$ cat config.mk
export PLATFORM = sky130hd
export DESIGN_NAME = muldiv_unit_flat
export DESIGN_NICKNAME = d
export VERILOG_FILES = /design/src/rtl/muldiv_if.sv /design/src/rtl/muldiv_unit.sv /design/src/flat_wrapper.sv
export SDC_FILE = /design/constraint.sdc
export NUM_CORES = 1
export LEC_CHECK = 0
export ABC_AREA = 1
export CAP_MARGIN = 20
export CORE_MARGIN = 4
export CORE_UTILIZATION = 25
export CTS_CLUSTER_SIZE = 8
export DETAILED_ROUTE_END_ITERATION = 7
export DONT_BUFFER_PORTS = 1
export PLACE_DENSITY = 0.47
export SYNTH_ARGS = -nofsm -noshare
export SYNTH_HDL_FRONTEND = slang
export SYNTH_SLANG_ARGS = --single-unit
$ cat constraint.sdc
create_clock -name clk -period 5.25 [get_ports clk]
set_input_delay 1.05 -clock clk [delete_from_list [all_inputs] [get_ports clk]]
set_output_delay 1.05 -clock clk [all_outputs]
set_load 0.02 [all_outputs]
$ cat src/rtl/muldiv_if.sv
// muldiv_if: issue/result handshake between the operand-select stage and the iterative multiply/divide unit.
interface muldiv_if #(parameter int WIDTH = 32);
    logic             start;
    logic             kill;
    logic [2:0]       funct3;
    logic [WIDTH-1:0] op_a;
    logic [WIDTH-1:0] op_b;
    logic             busy;
    logic             done;
    logic [WIDTH-1:0] result;
    modport master (output start, kill, funct3, op_a, op_b, input busy, done, result);
    modport slave (input start, kill, funct3, op_a, op_b, output busy, done, result);
endinterface

$ cat src/rtl/muldiv_unit.sv
// muldiv_unit: radix-2 iterative RV32M multiply/divide unit with start/busy/done handshake.
module muldiv_unit #(parameter int WIDTH = 32) (
    input logic      clk,
    input logic      rst_n,
    muldiv_if.slave  bus
);
    localparam int CW = $clog2(WIDTH);
    localparam logic [1:0] IDLE = 2'd0, CALC = 2'd1, FIN = 2'd2;
    logic [1:0]         state_q, state_d;
    logic [CW-1:0]      cnt_q, cnt_d;
    logic [2:0]         f3_q, f3_d;
    logic [WIDTH-1:0]   opnd_q, opnd_d;
    logic [2*WIDTH-1:0] acc_q, acc_d;
    logic               neg_q, neg_d, negr_q, negr_d, done_q, done_d;
    logic [WIDTH-1:0]   result_q, result_d;
    logic               accept, signed_a, signed_b, sa, sb, dz, ovf, special;
    logic [WIDTH-1:0]   mag_a, mag_b, quo, rem, fin_val;
    logic [WIDTH:0]     msum, rs, diff;
    logic [2*WIDTH-1:0] mul_nx, div_nx, prod;
    assign accept   = state_q == IDLE && bus.start && !bus.kill;
    assign signed_b = bus.funct3 == 3'b001 || (bus.funct3[2] && !bus.funct3[0]);
    assign signed_a = signed_b || bus.funct3 == 3'b010;
    assign sa       = signed_a && bus.op_a[WIDTH-1];
    assign sb       = signed_b && bus.op_b[WIDTH-1];
    assign mag_a    = sa ? -bus.op_a : bus.op_a;
    assign mag_b    = sb ? -bus.op_b : bus.op_b;
    assign dz       = bus.funct3[2] && bus.op_b == '0;
    assign ovf      = bus.funct3[2] && !bus.funct3[0] && bus.op_a == {1'b1, {(WIDTH-1){1'b0}}} && bus.op_b == {WIDTH{1'b1}};
    assign special  = dz || ovf;
    // Product accumulates in the upper half while the multiplier drains out of the lower half.
    assign msum     = {1'b0, acc_q[2*WIDTH-1:WIDTH]} + {1'b0, opnd_q};
    assign mul_nx   = acc_q[0] ? {msum, acc_q[WIDTH-1:1]} : {1'b0, acc_q[2*WIDTH-1:1]};
    // Shifted partial remainder can need one extra bit; the borrow of diff is the compare.
    assign rs       = acc_q[2*WIDTH-1:WIDTH-1];
    assign diff     = rs - {1'b0, opnd_q};
    assign div_nx   = diff[WIDTH] ? {rs[WIDTH-1:0], acc_q[WIDTH-2:0], 1'b0} : {diff[WIDTH-1:0], acc_q[WIDTH-2:0], 1'b1};
    assign prod     = neg_q ? -acc_q : acc_q;
    assign quo      = neg_q ? -acc_q[WIDTH-1:0] : acc_q[WIDTH-1:0];
    assign rem      = negr_q ? -acc_q[2*WIDTH-1:WIDTH] : acc_q[2*WIDTH-1:WIDTH];
    assign fin_val  = f3_q[2] ? (f3_q[1] ? rem : quo) : (f3_q == 3'b000 ? prod[WIDTH-1:0] : prod[2*WIDTH-1:WIDTH]);
    always_comb begin
        state_d  = state_q;
        cnt_d    = cnt_q;
        f3_d     = f3_q;
        opnd_d   = opnd_q;
        acc_d    = acc_q;
        neg_d    = neg_q;
        negr_d   = negr_q;
        done_d   = 1'b0;
        result_d = result_q;
        if (accept) begin
            state_d = special ? FIN : CALC;
            cnt_d   = '0;
            f3_d    = bus.funct3;
            opnd_d  = bus.funct3[2] ? mag_b : mag_a;
            // Special divides preload {rem,quo} so FIN's normal selection yields the fixed answer.
            acc_d   = dz ? {bus.op_a, {WIDTH{1'b1}}} : ovf ? {{WIDTH{1'b0}}, 1'b1, {(WIDTH-1){1'b0}}} :
                      {{WIDTH{1'b0}}, bus.funct3[2] ? mag_a : mag_b};
            neg_d   = (sa ^ sb) && !special;
            negr_d  = sa && !special;
        end else if (state_q != IDLE && bus.kill) begin
            state_d = IDLE;
        end else if (state_q == CALC) begin
            acc_d   = f3_q[2] ? div_nx : mul_nx;
            cnt_d   = cnt_q + 1'b1;
            state_d = cnt_q == CW'(WIDTH - 1) ? FIN : CALC;
        end else if (state_q == FIN) begin
            done_d   = !done_q;
            result_d = done_q ? result_q : fin_val;
            state_d  = done_q ? IDLE : FIN;
        end
    end
    always_ff @(posedge clk or negedge rst_n) begin
        if (!rst_n) begin
            state_q  <= IDLE;
            cnt_q    <= '0;
            f3_q     <= '0;
            opnd_q   <= '0;
            acc_q    <= '0;
            neg_q    <= 1'b0;
            negr_q   <= 1'b0;
            done_q   <= 1'b0;
            result_q <= '0;
        end else begin
            state_q  <= state_d;
            cnt_q    <= cnt_d;
            f3_q     <= f3_d;
            opnd_q   <= opnd_d;
            acc_q    <= acc_d;
            neg_q    <= neg_d;
            negr_q   <= negr_d;
            done_q   <= done_d;
            result_q <= result_d;
        end
    end
    assign bus.busy   = state_q != IDLE;
    assign bus.done   = done_q;
    assign bus.result = result_q;
endmodule

$ cat src/flat_wrapper.sv
// flat-port wrapper written by rule: the top's interface ports become plain ports
module muldiv_unit_flat 
#(parameter int WIDTH = 32)
  (clk, rst_n, bus_start, bus_kill, bus_funct3, bus_op_a, bus_op_b, bus_busy, bus_done, bus_result);
  muldiv_if #(.WIDTH(WIDTH)) bus_i ();
  input logic clk;
  input logic rst_n;
  input wire logic [$bits(bus_i.start)-1:0] bus_start;
  input wire logic [$bits(bus_i.kill)-1:0] bus_kill;
  input wire logic [$bits(bus_i.funct3)-1:0] bus_funct3;
  input wire logic [$bits(bus_i.op_a)-1:0] bus_op_a;
  input wire logic [$bits(bus_i.op_b)-1:0] bus_op_b;
  output wire logic [$bits(bus_i.busy)-1:0] bus_busy;
  output wire logic [$bits(bus_i.done)-1:0] bus_done;
  output wire logic [$bits(bus_i.result)-1:0] bus_result;
  assign bus_i.start = bus_start;
  assign bus_i.kill = bus_kill;
  assign bus_i.funct3 = bus_funct3;
  assign bus_i.op_a = bus_op_a;
  assign bus_i.op_b = bus_op_b;
  assign bus_busy = bus_i.busy;
  assign bus_done = bus_i.done;
  assign bus_result = bus_i.result;
  muldiv_unit #(.WIDTH(WIDTH)) u_core (.clk(clk), .rst_n(rst_n), .bus(bus_i));
endmodule
==> flow_summary.ini <==
[sta]
setup_tns_ns = 0
min_period_ns = 3.21
slew-limit-headroom = 0.269
setup_violations = 0
finalMaxSlewViolations = 0
rsz0062_at_grt = false
worstMarginPinSlew_ns = 1.09
finalHoldViolCount = 0
fin_ws_ns = 2.04
period_share = 0.612
fmaxAchievable_mhz = 311
setup_clock_skew_after_layout_ns = 0.0209

[logic_synthesis]
synth_cell_types = 61
post_synth_fa_ha_maj_area_fraction = 0.0527
combinational_family_with_the_most_area_after_synthesis = simple AND/OR/NAND/NOR gates
asyncSetResetFlopFracSynth = 1.00
number_of_enable_flip_flop_cells_after_synthesis = 0
synth_sequential_area_ratio = 0.192
synthesis.area_um2 = 18300
synth.ff_latch_count = 141
fraction_of_the_mapped_netlist_area_in_compound_gates = 0.158
syn-instance-count = 3192
syn_nets = 3339
yosys.area_share.xor_xnor = 0.0602
yosys_warnings = 0
ys.flop_type = dfrtp_1
post_synth_and_or_nand_nor_area_fraction = 0.420
syn-mean-instance-area_um2 = 5.74
synthMuxAreaShare = 0.000546

[final_layout]
area.growth.synth_to_final_pct = 7.29
final_nets = 3262
antenna_diode_count = 0
drive_above_1_share = 0.0537
layoutNonFillerInstCount = 4087
fill_cell_instance_count_of_the_final_layout = 8592
post_route_design_area_um2 = 19700

[placed_design]
io_buffer_count = 0
dp_slack_ns = 1.67
placed_cells = 4055
gpl.final_weighted_congestion = 1.00
placed_area_um2 = 19100
dpl.hpwl_mm = 72.1

[cts]
clock-root-buffer = clkbuf_16
clk_transition_reported_paths_ns = 0.09
maximum_root_to_sink_buffer_count = 2
ctsResizeCount = 0
tritoncts_num_sinks = 141
h-tree-depth = 4
tritoncts = done
cts-hold-fix-buffers = 0
cts_setup_buffers = 0
insertion_delay_ns = 0.51
tritoncts.num_buffers = 17

[power_and_ir_drop]
ir_worst_vdd_v = 0.000550
switchingPower_mw = 9.78
internal_power_mw = 5.66
share_seq_of_total_power = 0.194
p_clk_frac = 0.084
power.static_leakage_nw = 9.52
power_density_nw_per_um2 = 785
proportion_of_total_power_due_to_net_switching = 0.634
power.share.combinational = 0.722
fin_total_pwr_mw = 15.4

[global_routing]
grt-busiest-layer = met2
groute.layer.met2.usage = 0.354
grtUsageMet1 = 0.318
grt_usage = 0.230
antenna_violations_before_repair = 0
grt.met3_usage = 0.0431
gr-total-overflow = 0
first_global_vias = 19900
grt_start_max_net_pins = 142
global_route_wire_length_before_repair_mm = 134

[die]
initial_utilization = 0.252
fp.dieArea_um2 = 77700
rows = 99
core_area_um2 = 72800
die_h_um = 279
floorplan.io_pins = 105
die_width_um = 279

[critical_path]
startpoint = u_core.acc_q[31]
crit_path_start_kind = register
reg2reg_depth = 19
timing.rr.end = u_core.acc_q[45]
critPathCapture = u_core.acc_q[45]
r2r_setup_slack_ns = 2.04
critical_path_arrival_ns = 3.57
worst_r2r_startpoint = u_core.acc_q[31]
type_of_the_setup_path_with_the_least_slack = reg2reg
largest_fanout_on_the_critical_path = 26
critPathRequiredTime_ns = 5.61
crit_path_end_kind = register

[detailed_routing]
detail_route.vias_per_cell = 5.14
drc = 0
drt_iter0_markers = 2059
vias = 21000
dr.pass1.iters = 6
routed_wire_length_per_instance_um = 22.3
drt-total-wl_mm = 91.1
detail-route-antenna-nets = 0

[worst_hold_path]
worstHoldPathType = in2async

[outcome]
status = finished clean

[run]
drv_cap = 0
[flip-flops by register name (all words and copies together), names as in the netlist]
signal,flops
u_core.cnt_q,5
u_core.bus.result,32
u_core.neg_q,1
u_core.negr_q,1
u_core.acc_q,64
u_core.state_q,2
u_core.bus.done,1
u_core.f3_q,3
u_core.opnd_q,32
[through the flow]
step / hold slack [ns] / util
6_report: 0.234 / 0.270
5_1_grt: 0.219 / 0.270
4_1_cts: 0.209 / 0.270
3_5_place_dp: 0.480 / 0.262
3_3_place_gp: 0.480 / 0.262
2_1_floorplan: 0.446 / -
[placed cells by master (no fill, tap or decap), types with 18 or more instances in the layout]
cell,instances
a21oi_1,220
a31oi_1,23
buf_4,20
dfrtp_1,139
ha_1,74
inv_1,382
nand2_1,1048
nand2_2,18
nand3_1,295
nand4_1,22
nor2_1,312
nor2_2,21
nor3_1,43
o211ai_1,29
o21ai_0,127
o21ai_1,31
o221ai_1,22
xnor2_1,19
xor2_1,107
[synth_stat cells, drive strengths merged, types with 3 or more instances]
| library cell | n | share of area |
|---|---|---|
| o21bai | 11 | 0.0045 |
| o221ai | 22 | 0.011 |
| a31oi | 23 | 0.0078 |
| o31ai | 3 | 0.0015 |
| xnor2 | 19 | 0.0091 |
| nor3 | 47 | 0.014 |
| a21oi | 226 | 0.064 |
| nand4 | 24 | 0.0089 |
| o22ai | 8 | 0.0027 |
| nand3b | 3 | 0.0012 |
| clkbuf | 72 | 0.016 |
| buf | 43 | 0.016 |
| dfrtp | 141 | 0.19 |
| a21o | 3 | 0.0012 |
| xor2 | 107 | 0.051 |
| o211ai | 35 | 0.016 |
| ha | 74 | 0.051 |
| nor2 | 336 | 0.073 |
| nor4 | 15 | 0.0055 |
| o21ai | 162 | 0.045 |
| and2 | 3 | 0.0012 |
| nand3 | 303 | 0.085 |
| or2 | 16 | 0.0055 |
| clkinv | 5 | 0.0010 |
| nand2 | 1074 | 0.23 |
| o21a | 3 | 0.0012 |
| inv | 400 | 0.082 |
| a22oi | 5 | 0.0020 |
[routing by layer]
layer / vias up / part of all wire
met5: - / 0
li1: 10100 / -
met3: 169 / 0.084
met1: 9768 / 0.44
met2: 913 / 0.43
met4: 0 / 0.045
[power by group through the flow]
stage / Clock [mW] / Combinational, mW / Sequential [mW]
floorplan: 0 / 8.13 / 2.16
finish: 1.29 / 11.1 / 2.99
global placement: 0 / 10.9 / 2.97
global route: 1.34 / 12.3 / 3.00
detailed placement: 0 / 10.9 / 2.96
CTS: 1.31 / 10.9 / 2.94
[cell type report]
class	count	area (um^2)	area share
multi-input cells	2530	12700	0.645
well taps	959	1200	0.0610
clock inverters	15	146	0.00744
flip-flops and latches	141	3530	0.180
clock buffers	17	425	0.0216
repair buffers	20	150	0.00763
inverters	405	1520	0.0774
[cell families (layout without fill, tap and decap cells)]
| group | Yosys count | after routing |
|---|---|---|
| buf+inv | 521 | 457 |
| fa+ha+maj | 76 | 76 |
| simple gates | 1822 | 1822 |
| compound gates | 505 | 505 |
| flops | 141 | 141 |
| mux | 1 | 1 |
| xor+xnor | 126 | 126 |
[worst min path at each step]
stage	start	endpoint	slack, ns	cells past startpoint
global route	rst_n	u_core.bus.result[12]	0.22	0
CTS	rst_n	u_core.bus.result[12]	0.21	0
floorplan	u_core.cnt_q[2]	u_core.cnt_q[2]	0.45	1
global placement	u_core.cnt_q[4]	u_core.cnt_q[4]	0.48	1
finish	rst_n	u_core.bus.result[12]	0.23	0
detailed placement	u_core.cnt_q[2]	u_core.cnt_q[2]	0.48	1
[worst max-delay path, cell delays in order (launching register included)]
cell	delay, ns
dfrtp_1	0.58
inv_1	0.24
ha_1	0.28
fa_1	0.40
inv_1	0.07
nand3_1	0.07
nand2_2	0.11
nand2_1	0.07
nand2_2	0.09
nand2_1	0.07
nand2_2	0.10
nand2_2	0.10
nand2_4	0.10
nand2_4	0.06
nand2_4	0.32
nand2_1	0.10
nand3_1	0.10
nand2_1	0.06
nand2_1	0.05
o21ai_0	0.07
Power figures use the tool's default switching activity.
